`config.mk`:
```
export PLATFORM = sky130hd
export DESIGN_NAME = uart_prog_sender
export DESIGN_NICKNAME = d
export VERILOG_FILES = /design/src/rtl/uart_pkg.sv /design/src/rtl/uart_tx_byte.sv /design/src/rtl/uart_prog_sender.sv
export SDC_FILE = /design/constraint.sdc
export NUM_CORES = 1
export LEC_CHECK = 0
export ABC_AREA = 1
export CELL_PAD_IN_SITES_DETAIL_PLACEMENT = 1
export CELL_PAD_IN_SITES_GLOBAL_PLACEMENT = 2
export CORE_MARGIN = 1.5
export CORE_UTILIZATION = 32
export DETAILED_ROUTE_END_ITERATION = 12
export PLACE_DENSITY = 0.78
export SKIP_CTS_REPAIR_TIMING = 1
export SLEW_MARGIN = 20
export SYNTH_ARGS = -nofsm -noshare
export SYNTH_HDL_FRONTEND = slang
export SYNTH_SLANG_ARGS = --single-unit
```
`constraint.sdc`:
```
create_clock -name CLK -period 4.6 [get_ports CLK]
set_input_delay 1.38 -clock CLK [delete_from_list [all_inputs] [get_ports CLK]]
set_output_delay 1.38 -clock CLK [all_outputs]
set_load 0.05 [all_outputs]
```
`src/rtl/uart_pkg.sv`:
```
// Shared UART definitions: state encoding, frame format constants, timer sizing
// and the memory-mapped register addresses used by the CPU-side UART.
package uart_pkg;

    typedef enum logic [2:0] {
        IDLE, FETCH, LATCH, START, DATA, STOP, GAP, FIN
    } uart_state_e;

    localparam int DATA_BITS      = 8;
    localparam int BYTES_PER_WORD = 4;

    localparam logic [31:0] UART_DATA_ADDR = 32'hFFFF_0000;
    localparam logic [31:0] UART_STAT_ADDR = 32'hFFFF_0004;
    localparam logic [31:0] UART_CTRL_ADDR = 32'hFFFF_0008;

    function automatic int bit_timer_w(input int cycles);
        return (cycles < 1) ? 1 : $clog2(cycles + 1);
    endfunction

endpackage

```
`src/rtl/uart_tx_byte.sv`:
```
// 8N1 byte serializer with a valid/ready handshake; a queued byte is taken on the
// last stop/gap clock so back-to-back bytes leave no idle cycle on the line.
module uart_tx_byte
    import uart_pkg::*;
#(
    parameter int BIT_CYCLES = 16,
    parameter int GAP_CYCLES = 0
) (
    input  logic       CLK,
    input  logic       reset,
    input  logic       clr,
    input  logic       valid,
    input  logic [7:0] data,
    output logic       ready,
    output logic       byte_done,
    output logic       TX
);
    localparam int TW = bit_timer_w((BIT_CYCLES > GAP_CYCLES) ? BIT_CYCLES : GAP_CYCLES);
    localparam logic [TW-1:0] BIT_LAST = TW'(BIT_CYCLES - 1);
    localparam logic [TW-1:0] GAP_LAST = (GAP_CYCLES > 0) ? TW'(GAP_CYCLES - 1) : '0;

    uart_state_e   st, st_n;
    logic [TW-1:0] timer;
    logic [2:0]    bit_idx;
    logic [7:0]    shreg;
    logic          bit_end, gap_end;

    always_comb begin
        bit_end   = (timer == BIT_LAST);
        gap_end   = (timer == GAP_LAST);
        byte_done = ((st == STOP) && bit_end && (GAP_CYCLES == 0)) || ((st == GAP) && gap_end);
        ready     = (st == IDLE) || byte_done;
        st_n      = st;
        case (st)
            IDLE:    if (valid) st_n = START;
            START:   if (bit_end) st_n = DATA;
            DATA:    if (bit_end && (bit_idx == 3'(DATA_BITS - 1))) st_n = STOP;
            STOP:    if (bit_end) st_n = (GAP_CYCLES == 0) ? (valid ? START : IDLE) : GAP;
            GAP:     if (gap_end) st_n = valid ? START : IDLE;
            default: st_n = IDLE;
        endcase
        if (clr) st_n = IDLE;
    end

    always_ff @(posedge CLK or posedge reset) begin
        if (reset) begin
            st      <= IDLE;
            timer   <= '0;
            bit_idx <= '0;
            TX      <= 1'b1;
        end else begin
            st <= st_n;
            if (clr) begin
                timer <= '0;
                TX    <= 1'b1;
            end else if (ready && valid) begin
                timer   <= '0;
                bit_idx <= '0;
                TX      <= 1'b0;
            end else begin
                case (st)
                    START: begin
                        timer <= bit_end ? '0 : timer + 1'b1;
                        if (bit_end) TX <= shreg[0];
                    end
                    DATA: begin
                        timer <= bit_end ? '0 : timer + 1'b1;
                        if (bit_end) begin
                            if (bit_idx == 3'(DATA_BITS - 1)) begin
                                TX <= 1'b1;
                            end else begin
                                TX      <= shreg[bit_idx + 3'd1];
                                bit_idx <= bit_idx + 3'd1;
                            end
                        end
                    end
                    STOP:    timer <= bit_end ? '0 : timer + 1'b1;
                    GAP:     timer <= gap_end ? '0 : timer + 1'b1;
                    default: ;
                endcase
            end
        end
    end

    always_ff @(posedge CLK) begin
        if (ready && valid && !clr) shreg <= data;
    end

endmodule

```
`src/rtl/uart_prog_sender.sv`:
```
// Streams a block of 32-bit words from a synchronous-read memory onto a UART line,
// four 8N1 bytes per word, least-significant byte first.
module uart_prog_sender
    import uart_pkg::*;
#(
    parameter int          CLK_FREQ   = 50_000_000,
    parameter int          BAUD_RATE  = 9600,
    parameter int          GAP_CYCLES = 0,
    parameter logic [31:0] BASE_ADDR  = 32'h0000_0000
) (
    input  logic        CLK,
    input  logic        reset,
    input  logic        start,
    input  logic        abort,
    input  logic [15:0] num_words,
    output logic        mem_re,
    output logic [31:0] mem_addr,
    input  logic [31:0] mem_rd,
    output logic        TX,
    output logic        busy,
    output logic        done,
    output logic [15:0] words_sent
);
    localparam int BIT_CYCLES = CLK_FREQ / BAUD_RATE;

    uart_state_e state, state_n;
    logic [15:0] count;
    logic [2:0]  idx;
    logic [31:0] word;
    logic [7:0]  byte_data;
    logic        byte_valid, tx_ready, byte_done, hs, word_end, last_word, kill;

    uart_tx_byte #(
        .BIT_CYCLES(BIT_CYCLES),
        .GAP_CYCLES(GAP_CYCLES)
    ) u_tx (
        .CLK      (CLK),
        .reset    (reset),
        .clr      (kill),
        .valid    (byte_valid && !kill),
        .data     (byte_data),
        .ready    (tx_ready),
        .byte_done(byte_done),
        .TX       (TX)
    );

    // Byte 0 goes straight from the memory port, so the word register is only needed for bytes 1-3.
    always_comb begin
        kill       = abort && (state != IDLE);
        byte_valid = (state == START) && (idx < 3'(BYTES_PER_WORD));
        byte_data  = (idx == 3'd0) ? mem_rd[7:0] : word[8*idx[1:0] +: 8];
        hs         = byte_valid && tx_ready && !kill;
        word_end   = (state == START) && (idx == 3'(BYTES_PER_WORD)) && byte_done;
        last_word  = ((words_sent + 16'd1) == count);
        state_n    = state;
        case (state)
            IDLE:    if (start && (num_words != 16'd0)) state_n = FETCH;
            FETCH:   state_n = LATCH;
            LATCH:   state_n = START;
            START:   if (word_end) state_n = last_word ? FIN : LATCH;
            FIN:     state_n = IDLE;
            default: state_n = IDLE;
        endcase
        if (kill) state_n = IDLE;
    end

    // The read strobe is issued on entry to LATCH; between words FETCH is skipped.
    always_ff @(posedge CLK or posedge reset) begin
        if (reset) begin
            state      <= IDLE;
            count      <= '0;
            idx        <= '0;
            words_sent <= '0;
            mem_addr   <= BASE_ADDR;
            mem_re     <= 1'b0;
            busy       <= 1'b0;
            done       <= 1'b0;
        end else begin
            state  <= state_n;
            mem_re <= (state_n == LATCH);
            done   <= 1'b0;
            if (kill) begin
                busy <= 1'b0;
            end else begin
                case (state)
                    IDLE: if (start) begin
                        if (num_words != 16'd0) begin
                            count      <= num_words;
                            words_sent <= '0;
                            mem_addr   <= BASE_ADDR;
                            idx        <= '0;
                            busy       <= 1'b1;
                        end else begin
                            done <= 1'b1;
                        end
                    end
                    START: begin
                        if (hs) idx <= idx + 3'd1;
                        if (word_end) begin
                            words_sent <= words_sent + 16'd1;
                            mem_addr   <= mem_addr + 32'd4;
                            idx        <= '0;
                        end
                    end
                    FIN: begin
                        done <= 1'b1;
                        busy <= 1'b0;
                    end
                    default: ;
                endcase
            end
        end
    end

    always_ff @(posedge CLK) begin
        if (hs && (idx == 3'd0)) word <= mem_rd;
    end

endmodule

```
Yosys cells after proc, flatten, opt, wreduce, memory -nomap -nowiden
Index checks and enable logic that the tools add are counted.
- add/sub/neg operators: 5
- $lt $le $gt $ge: 2
- equal/unequal tests: 27
- shift-type cells: 1
- muxes and demuxes: 52
- bitwise operators: 1
- reductions and logical operators: 37
- operator list (operator ; number):
    $mux 32 ; 3
    $pmux 32 s2 ; 1
    $mux 3 ; 18
    $mux 13 ; 4
    $mux 16 ; 3
    $add 32x3->32 const B ; 1
    $pmux 16 s2 ; 1
    $shiftx 32x6->8 ; 1
    $pmux 13 s2 ; 1
    $eq 3x3->1 const B ; 6
    $add 16x1->16 const B ; 1
    $eq 16x16->1 ; 1
    $reduce_bool 16->1 ; 1
    $ne 3x1->1 const B ; 5
    $pmux 3 s5 ; 1
    $reduce_and 5->1 ; 3
    $logic_and 1x1->1 ; 14
    $add 13x1->13 const B ; 1
    $eq 13x13->1 const B ; 1
    $logic_not 13->1 ; 1
    $eq 3x2->1 const B ; 4
    $mux 1 ; 12
    $pmux 3 s4 ; 1
    $logic_not 3->1 ; 3
    other kinds (22) ; 37
- register bits: 133
- input port bits: 52
- word-level logic and storage cells: 139

Logic depth before layout (Yosys ltp)
- depth after elaboration: 9
- mapped depth: 16

Modules after synthesis
From an unflattened synthesis, not the netlist that was laid out.
- cells, all modules: 956
- area total of the unflattened synthesis: 7463.4 um^2
- by module, submodules not included (module ; times used ; cells an instance ; area an instance (um^2) ; seq. area each (um^2)):
    uart_prog_sender ; 1 ; 676 ; 5497.8 ; 2737.6
    uart_tx_byte ; 1 ; 280 ; 1965.6 ; 742.0

Least setup slack after synthesis
Ideal clock, no wire load.
- path type: in2reg
- start: input abort
- end: register word[0], enable pin
- data arrival time: 3.450 ns
- required time: 4.179 ns
- slack: 0.729 ns
- stages: 4
- buffers on the path: 1
- cells stage by stage: nor3_1 nand2_4 clkbuf_1 nor2_1
- longest elaborated chain between the ends: 4
- ends and longest elaborated chain (what ; RTL line ; text):
    start: declaration ; uart_prog_sender.sv:14 ; input logic abort,
    $logic_and 1x1->1 ; uart_prog_sender.sv:49 ; kill = abort && (state != IDLE);
    $logic_not 1->1 ; uart_prog_sender.sv:52 ; hs = byte_valid && tx_ready && !kill;
    $logic_and 1x1->1 ; uart_prog_sender.sv:52 ;
    $logic_and 1x1->1 ; uart_prog_sender.sv:116 ; if (hs && (idx == 3'd0)) word <= mem_rd;
    end signal: assignment ; uart_prog_sender.sv:116 ;
    end: declaration ; uart_prog_sender.sv:29 ; logic [31:0] word;
Every way passes these cells.
A chain may end at the register's enable or synchronous reset.

Worst setup path in the final report
- start: input num_words[12]
- end: register mem_addr[2]
- longest elaborated chain between the ends: 3
- ends and longest elaborated chain (what ; RTL line ; text):
    start: declaration ; uart_prog_sender.sv:15 ; input logic [15:0] num_words,
    $reduce_bool 16->1 ; uart_prog_sender.sv:87 ; if (num_words != 16'd0) begin
    $ne 2x2->1 (no source line) ; - ;
    $reduce_and 5->1 (no source line) ; - ;
    end signal: assignment ; uart_prog_sender.sv:101 ; mem_addr <= mem_addr + 32'd4;
    end: declaration ; uart_prog_sender.sv:17 ; output logic [31:0] mem_addr,
Every way passes these cells.

==> flow_metrics.tcl <==
set metrics [dict create \
    fillers 2806 \
    startpoint_type "input pin" \
    r2r_slack_ps 1780 \
    root_buffer "clkbuf_16" \
    cts_made_buffers 17 \
    syn_area_mm2 0.00750 \
    min_to "u_tx.bit_idx[1]" \
    core_region_area_mm2 0.0228 \
    hold_path.class "flip-flop to flip-flop" \
    instances_no_fill 1384 \
    fin_crit_sh_pct 70.1 \
    critPathMaxStageDelay_ps 420 \
    dp_hpwl_mm 16.3 \
    crit_family "simple AND/OR/NAND/NOR gates" \
    wirelength_mm 22.0 \
    powerDensity_mw_per_mm2 443 \
    avgSynthCellArea_um2 7.83 \
    grt_setup_unrepaired "false" \
    async_flop_share_pct 69.5 \
    grt_use_total_pct 18.9 \
    reg2regPathDepth 10 \
    slew_headroom_pct 51.5 \
    cts.sinks 131 \
    synth_edf_count 40 \
    tightest_slew_ps 721 \
    yosys_warnings 0 \
    fp.dieW_um 156 \
    clk_pin_slew_ps 70 \
    fin_tns_setup_ps 0 \
    port-buffer-count 101 \
    area_delta_synth_final_pct 25.8 \
    vias 6772 \
    grt_pass1_wl_mm 36.4 \
    endpoint_kind "flip-flop" \
    finalMaxSlewViolations 0 \
    die_area_mm2 0.0244 \
    wl_per_cell_um 15.9 \
    ys_types 42 \
    hold_path_depth 2 \
    path_buf_inv 2 \
    cts-htree-levels 4 \
    peakVddDrop_v 0.000249 \
    setup_violations 0 \
    min_period_ps 3220 \
    worstPathMaxFanout 63 \
    drive_gt1_share_pct 8.87 \
    n_antenna_cell 0 \
    gr-total-overflow 0 \
    ios 104 \
    status "finished, final reports clean" \
    gp_congestion 0.847 \
    hold_viol_final 0 \
    grt_pass1_vias 7052 \
    cts_tree "yes" \
    cap_violations 0 \
    row_count 55 \
    antenna_found_initial 0 \
    insertion_delay_ps 430 \
    synth_seq_area_share_pct 46.4 \
    layout_common_cells "239 x nand2_1, 113 x nor2_1, 101 x clkdlybuf4s50_1" \
    crit_required_ps 4950 \
    ys_ff_latch 131 \
    critPathKind "input pin to flip-flop" \
    r2r-start "idx[0]" \
    remaining_drc_errors 0 \
    worstHoldStart "u_tx.bit_idx[1]" \
    clock_skew_ps 15.7 \
    crit_path_frequent_cell "nor2_1" \
    multi_input_area_mm2 0.00356 \
    via_per_inst 4.89 \
    final_antenna_net_count 0 \
    fmax_ghz 0.310 \
    worstPathCellList "clkdlybuf4s50_1 > nor4_1 > nand2_1 > nor2_1 > nor2_1 > nor2_1 > nor3_1 > nand2_2 > buf_12 > nor2_1 > a21oi_1" \
    start_util_pct 32.8 \
    crit-reg2reg-capture "mem_addr[2]" \
    layout.nets 1118 \
    cp.arrival_ps 3580 \
    drtIter0Drc 279 \
    seqCellArea_mm2 0.00348 \
    layout_commonest_cell "nand2_1" \
    cp_slowest_cell "clkdlybuf4s50_1" \
    leakagePower_nw 3.73 \
    grt_max_degree 64 \
    cts_max_path_buffers 2 \
    fp.dieH_um 156 \
    dr.pass1.iters 5 \
    synth_ff_type "dfrtp_1" \
    dp.cells 1352 \
    syn_inst 958 \
]
-- worst min-delay path: stages (launching register included) --
cell and delay [ps]:
dfrtp_1 360, nand2_1 60, nand2_1 50
-- cell usage after synthesis, types with 2 or more instances --
library cell | n | area, um^2
nand3_1 | 82 | 410
buf_4 | 2 | 15.0
o21ai_0 | 43 | 215
o21ai_1 | 36 | 180
nor3_1 | 24 | 120
inv_1 | 74 | 278
buf_6 | 6 | 67.6
xnor2_1 | 12 | 105
xor2_1 | 25 | 219
or2_2 | 26 | 163
buf_2 | 9 | 45.0
nor2_1 | 114 | 428
nor4_1 | 14 | 87.6
nand4_1 | 25 | 156
ha_1 | 8 | 100
o22ai_1 | 2 | 12.5
nand3b_1 | 7 | 52.6
nor2_2 | 3 | 18.8
inv_2 | 4 | 15.0
edfxtp_1 | 40 | 1200
clkbuf_1 | 12 | 45.0
dfrtp_1 | 90 | 2250
o21ai_2 | 6 | 52.6
a31oi_1 | 7 | 43.8
a21oi_1 | 27 | 135
nand2_2 | 3 | 18.8
nand2_1 | 240 | 901
mux2_2 | 3 | 33.8
-- area by class of cell --
type	instances	area share, %
Clock buffer	17	4.51
Clock inverter	15	1.99
Inverter	79	3.17
Multi-Input combinational cell	719	37.7
Sequential cell	131	36.9
Tap cell	313	4.15
Timing Repair Buffer	110	11.6
-- logic make-up (layout without fill, tap and decap cells) --
logic type / count (synthesis) / in the layout / synth area share, %
and+or+nand+nor: 544 / 544 / 32.2
muxes: 3 / 3 / 0.451
xor gates and xnor gates: 37 / 37 / 4.32
DFF: 131 / 131 / 46.4
adders and majority gates: 8 / 8 / 1.34
AOI/OAI and AO/OA: 125 / 125 / 8.96
other: 1 / 2 / 0.0500
buffers and inverters: 109 / 221 / 6.31
-- per-stage QoR --
step / utilization, % / hold slack [ps] / area, um^2 / total power, W / setup slack (ps)
2_1_floorplan: - / 446 / 7500 / 0.00246 / 729
3_3_place_gp: 38.6 / 473 / 8810 / 0.00278 / 962
3_5_place_dp: 38.6 / 488 / 8810 / 0.00281 / 914
4_1_cts: 41.3 / 507 / 9430 / 0.00425 / 1360
5_1_grt: 41.3 / 558 / 9430 / 0.00446 / 1160
6_report: 41.3 / 506 / 9430 / 0.00418 / 1380
-- registers in the layout (all words and copies together) (netlist names) --
| register | count |
|---|---|
| busy | 1 |
| count | 16 |
| done | 1 |
| idx | 3 |
| mem_addr | 30 |
| mem_re | 1 |
| state | 3 |
| u_tx.TX | 1 |
| u_tx.bit_idx | 3 |
| u_tx.shreg | 8 |
| u_tx.st | 3 |
| u_tx.timer | 13 |
| word | 32 |
| words_sent | 16 |
-- metal layers --
metal / GRT usage [%] / up-vias / wire [um]
met5: 0 / - / 0
li1: - / 3397 / -
met3: 3.00 / 9 / 708
met2: 31.7 / 124 / 10200
met1: 25.8 / 3242 / 10900
met4: 4.08 / 0 / 144
-- power by group --
part	total (W)	internal, W	switching, W
registers	0.00153	0.00139	0.000140
clock network	0.00141	0.000783	0.000628
logic	0.00124	0.000393	0.000850
total	0.00418	0.00256	0.00162
-- how the worst max path moves through the flow --
stage,start,end,slack (ps),depth (start not counted)
2_1_floorplan,abort,word[0],730,4
3_3_place_gp,num_words[12],mem_addr[2],960,11
3_5_place_dp,num_words[12],mem_addr[19],910,11
4_1_cts,num_words[12],mem_addr[11],1360,11
5_1_grt,num_words[12],words_sent[6],1160,11
6_report,num_words[12],mem_addr[2],1380,11
Power figures use the tool's default switching activity.
